## src/rtl/logic_eval_pkg.sv

```systemverilog
// Shared types and constants for the logic evaluator scheduler.
package logic_eval_pkg;

  typedef enum logic [1:0] {
    IDLE,
    SETTLE,
    RESP
  } state_t;

  // Width of one {a,b,c} evaluator vector.
  localparam int unsigned ABC_W = 3;

endpackage

```

## src/rtl/rr_arbiter.sv

```systemverilog
// Combinational round-robin arbiter: picks the first requester at or after
// last_grant+1, wrapping. The pointer register lives in the parent.
module rr_arbiter #(
  parameter int unsigned NUM_REQ = 4
) (
  input  logic [NUM_REQ-1:0]         req,
  input  logic                       en,
  input  logic [$clog2(NUM_REQ)-1:0] last_grant,
  output logic [NUM_REQ-1:0]         grant,
  output logic [$clog2(NUM_REQ)-1:0] grant_idx
);

  localparam int unsigned ID_W = $clog2(NUM_REQ);

  logic        found;
  int unsigned cand;

  // Scan offsets 1..NUM_REQ from the last winner; the first hit wins.
  always_comb begin
    grant     = '0;
    grant_idx = '0;
    found     = 1'b0;
    cand      = 0;
    for (int unsigned off = 1; off <= NUM_REQ; off++) begin
      cand = (32'(last_grant) + off) % NUM_REQ;
      if (en && !found && req[cand]) begin
        found       = 1'b1;
        grant[cand] = 1'b1;
        grant_idx   = ID_W'(cand);
      end
    end
  end

endmodule

```

## src/rtl/logic_eval_scheduler.sv

```systemverilog
// Shares one combinational 3-input evaluator among NUM_REQ requesters:
// round-robin accept, hold the vector for SETTLE_CYCLES, sample y, and
// return it on a valid/ready channel tagged with the requester id.
module logic_eval_scheduler
  import logic_eval_pkg::*;
#(
  parameter int unsigned NUM_REQ       = 4,
  parameter int unsigned SETTLE_CYCLES = 2
) (
  input  logic                       clk,
  input  logic                       rst_n,
  input  logic [NUM_REQ-1:0]         req_valid,
  input  logic [NUM_REQ*ABC_W-1:0]   req_abc,
  output logic [NUM_REQ-1:0]         req_ready,
  output logic [ABC_W-1:0]           eval_abc,
  input  logic                       eval_y,
  output logic                       rsp_valid,
  input  logic                       rsp_ready,
  output logic [$clog2(NUM_REQ)-1:0] rsp_id,
  output logic [ABC_W-1:0]           rsp_abc,
  output logic                       rsp_y,
  output logic                       busy
);

  localparam int unsigned ID_W  = $clog2(NUM_REQ);
  localparam int unsigned CNT_W = (SETTLE_CYCLES > 1) ? $clog2(SETTLE_CYCLES) : 1;

  if (NUM_REQ < 2) begin : g_bad_num_req
    $error("NUM_REQ must be >= 2");
  end
  if (SETTLE_CYCLES < 1) begin : g_bad_settle
    $error("SETTLE_CYCLES must be >= 1");
  end

  state_t            state_q;
  logic [ID_W-1:0]   last_grant_q;
  logic [CNT_W-1:0]  cnt_q;
  logic              arb_en;
  logic [NUM_REQ-1:0] grant;
  logic [ID_W-1:0]   grant_idx;
  logic [ABC_W-1:0]  win_abc;

  // Grants only in IDLE; gated by rst_n so nothing looks accepted during reset.
  assign arb_en    = (state_q == IDLE) && rst_n;
  assign req_ready = grant;
  assign busy      = (state_q != IDLE);

  rr_arbiter #(
    .NUM_REQ(NUM_REQ)
  ) u_arb (
    .req       (req_valid),
    .en        (arb_en),
    .last_grant(last_grant_q),
    .grant     (grant),
    .grant_idx (grant_idx)
  );

  // Select the winner's vector from the one-hot grant.
  always_comb begin
    win_abc = '0;
    for (int i = 0; i < int'(NUM_REQ); i++) begin
      if (grant[i]) win_abc = req_abc[i*ABC_W +: ABC_W];
    end
  end

  // Scheduler FSM with registered evaluator drive and response outputs.
  always_ff @(posedge clk or negedge rst_n) begin
    if (!rst_n) begin
      state_q      <= IDLE;
      last_grant_q <= ID_W'(NUM_REQ - 1);
      cnt_q        <= '0;
      eval_abc     <= '0;
      rsp_valid    <= 1'b0;
      rsp_id       <= '0;
      rsp_abc      <= '0;
      rsp_y        <= 1'b0;
    end else begin
      unique case (state_q)
        IDLE: begin
          if (|grant) begin
            eval_abc     <= win_abc;
            rsp_abc      <= win_abc;
            rsp_id       <= grant_idx;
            last_grant_q <= grant_idx;
            cnt_q        <= CNT_W'(SETTLE_CYCLES - 1);
            state_q      <= SETTLE;
          end
        end
        SETTLE: begin
          if (cnt_q == '0) begin
            rsp_y     <= eval_y;
            rsp_valid <= 1'b1;
            state_q   <= RESP;
          end else begin
            cnt_q <= cnt_q - 1'b1;
          end
        end
        RESP: begin
          if (rsp_ready) begin
            rsp_valid <= 1'b0;
            state_q   <= IDLE;
          end
        end
        default: state_q <= IDLE;
      endcase
    end
  end

endmodule

```

## config.mk

```make
export PLATFORM = sky130hd
export DESIGN_NAME = logic_eval_scheduler
export DESIGN_NICKNAME = d
export VERILOG_FILES = /design/src/rtl/logic_eval_pkg.sv /design/src/rtl/rr_arbiter.sv /design/src/rtl/logic_eval_scheduler.sv
export SDC_FILE = /design/constraint.sdc
export NUM_CORES = 1
export LEC_CHECK = 0
export ABC_AREA = 1
export CORE_ASPECT_RATIO = 0.7
export CORE_MARGIN = 4
export CORE_UTILIZATION = 29
export DETAILED_ROUTE_END_ITERATION = 6
export HOLD_SLACK_MARGIN = 0.08
export PLACE_DENSITY_LB_ADDON = 0.25
export SYNTH_ARGS = -nofsm -noshare
export SYNTH_HDL_FRONTEND = slang
export SYNTH_HIERARCHICAL = 1
export SYNTH_SLANG_ARGS = --single-unit
```

## constraint.sdc

```tcl
create_clock -name clk -period 5.5 [get_ports clk]
set_input_delay 1.1 -clock clk [delete_from_list [all_inputs] [get_ports clk]]
set_output_delay 1.1 -clock clk [all_outputs]
set_load 0.01 [all_outputs]
```

==> out/metrics.cfg <==
[drt]
drtIter0Drc=59
dr.pass1.iters=4
drt_drc_violations_left=0
vias=1111
via_per_inst=4.46
ant_nets=0
wl_um=2650
wire_per_inst_um=10.6

[sta]
max_slew_margin_pct=78.2
fin_skew_ns=0.00121
fin_crit_ns=4.39
rsz0062_at_grt=no
tightest_slew_ns=0.327
drv_slew=0
finalSetupTns_ns=0
final_hold_viol_count=0
setup_slack_ns=1.11
fmax_mhz=228
fin_crit_sh_pct=79.9
setup_viol=0

[logic_synthesis]
synth_cells=167
synth_area_um2=1140
ys_ff_latch=12
synth_compound_area_share_pct=5.69
ys_warn_count=6
synthAdderAreaFrac_pct=7.66
synth_xor_area_share_pct=0
ys_types=23
synth_edf_count=0
async_reset_ff_share_pct=100
synth_top_family_by_area=simple AND/OR/NAND/NOR gates
yosys.area.top_type=dfrtp_1
synth-simple-area-share_pct=47.6
synthTopCellsByArea=dfrtp_1 (22%), nand2_1 (17%), nand3_1 (12%)
muxShareOfSynthArea_pct=0
avgSynthCellArea_um2=6.85
synth_nets=194
yosysSeqAreaShare_pct=26.5
synth_top_area_share_pct=21.9
synthFlopType=dfrtp_1

[floorplan]
initial_core_util_pct=31.3
io_pins=35
die_y_um=60.5
die_x_um=83.1
die-area_um2=5030
coreArea_um2=3650
core.rowCount=18

[pwr]
ir_worst_vdd_v=0.000160
leakage_nw=0.731
p_per_area_nw_per_um2=409

[placement]
hpwl_um=2040
pre_cts_slack_ns=1.08
port-buffer-count=34
finalWeightedCongestion=0.808
dp_cells=246

[global_routing]
overflow=0
grt_pass1_wl_um=4630
grt_use_total_pct=11.1
antenna_found_initial=0
grt_pass1_vias=1016
grt_max_degree=17

[cts]
clk_path_buf_depth=2
cts_hold_buf=0
clkSinkCount=12
worstSkewPairLatency_ns=0.23
cts_setup_buffers=0
root_buffer=clkbuf_8
htree_levels=1
clkTransAtPathRegs_ns=0.05
cts_tree=built
cts_buffers=3
post_cts_resized=0

[final_layout]
register_area_um2=303
layout_common_cells=nand2_1 (52), clkdlybuf4s50_1 (34), nand3_1 (27)
nFillCells=394
mostFrequentLayoutCell=nand2_1
drive_above_1_share_pct=14.6
multi_input_area_um2=697
diodes=0
fin_cells=249
syn_to_final_growth_pct=33.8
fin_nets=228

[critical_path]
startpoint_type=primary input
arrival_ns=3.29
endpoint_kind=primary output
cp.required_ns=4.40
critPathMaxFanout=13
worstSetupPathType=in2out
reg2reg_slack_ns=2.68

[hold_path]
hold_class=reg2reg

[run_status]
status=complete, no violations

[job]
cap_violations=0

==> area by class of cell <==
type | count | share of cell area (%)
inverter | 21 | 5.15
clock buffer | 3 | 2.70
tap | 50 | 4.09
sequential | 12 | 19.8
multi-input combinational | 128 | 45.5
timing repair buffer | 35 | 22.7
==> sequential cells by signal, indices dropped and copies added (netlist names) <==
register / count
rsp_y: 1
cnt_q: 1
state_q: 2
rsp_abc: 3
rsp_valid: 1
last_grant_q: 2
rsp_id: 2
==> worst max-delay path, stage by stage <==
cell	delay, ns
clkdlybuf4s50_1	0.45
buf_4	0.20
inv_1	0.06
nor2_1	0.19
inv_1	0.08
nor2_2	0.23
nand2_1	0.07
nand2_1	0.07
clkinv_1	0.05
nand3_1	0.20
clkdlybuf4s50_1	0.59
==> synthesized netlist by cell type (3+ instances only) <==
cell and count:
ha_1 7, nand2_2 6, nand2_1 52, nor2_1 9, buf_4 3, o21ai_2 4, nand3_2 3, dfrtp_1 10
inv_1 14, nand4_1 6, nand3_1 27, clkinv_1 4, a21oi_1 3, nor2_4 3, inv_2 3
==> stage by stage <==
step / instance area (um2) / hold WS, ns / total power [mW] / util, %
global route: 1530 / 0.512 / 0.692 / 41.9
detailed placement: 1490 / 0.463 / 0.554 / 40.8
finish: 1530 / 0.476 / 0.626 / 41.9
CTS: 1530 / 0.481 / 0.634 / 41.9
floorplan: 1140 / 0.449 / 0.457 / -
global placement: 1490 / 0.462 / 0.558 / 40.8
==> path summary, 6_finish.rpt <==
kind / startpoint / depth (start not counted) / endpoint
setup / recovery: rst_n / 11 / req_ready[3]
hold / removal: rsp_y$_DFFE_PN0P_ / 2 / rsp_y$_DFFE_PN0P_
setup reg to reg: last_grant_q[0]$_DFFE_PN1P_ / 14 / rsp_abc[1]$_DFFE_PN0P_
hold reg to reg: rsp_y$_DFFE_PN0P_ / 2 / rsp_y$_DFFE_PN0P_
max in group asynchronous: rst_n / 2 / last_grant_q[1]$_DFFE_PN1P_
min in group asynchronous: rst_n / 2 / rsp_abc[0]$_DFFE_PN0P_
==> metal layers <==
| metal | up-vias | share of wire, % | global-route usage (%) |
|---|---|---|---|
| met5 | - | 0 | 0 |
| met1 | 475 | 53 | 16.1 |
| li1 | 597 | - | - |
| met4 | 0 | 0.76 | 2.10 |
| met3 | 2 | 7.0 | 3.39 |
| met2 | 37 | 39 | 16.6 |
==> power breakdown <==
group | switching [mW] | leakage (nW) | internal, mW
Sequential | 0.0289 | 0.149 | 0.122
Combinational | 0.243 | 0.560 | 0.156
Clock | 0.0281 | 0.0216 | 0.0479
==> cell families (layout without fill, tap and decap cells) <==
group,Yosys count,in the layout
simple gates,111,111
buf+inv,27,59
flops,12,12
compound gates,10,10
fa+ha+maj,7,7
No activity file was read; power rests on OpenSTA's default activity.
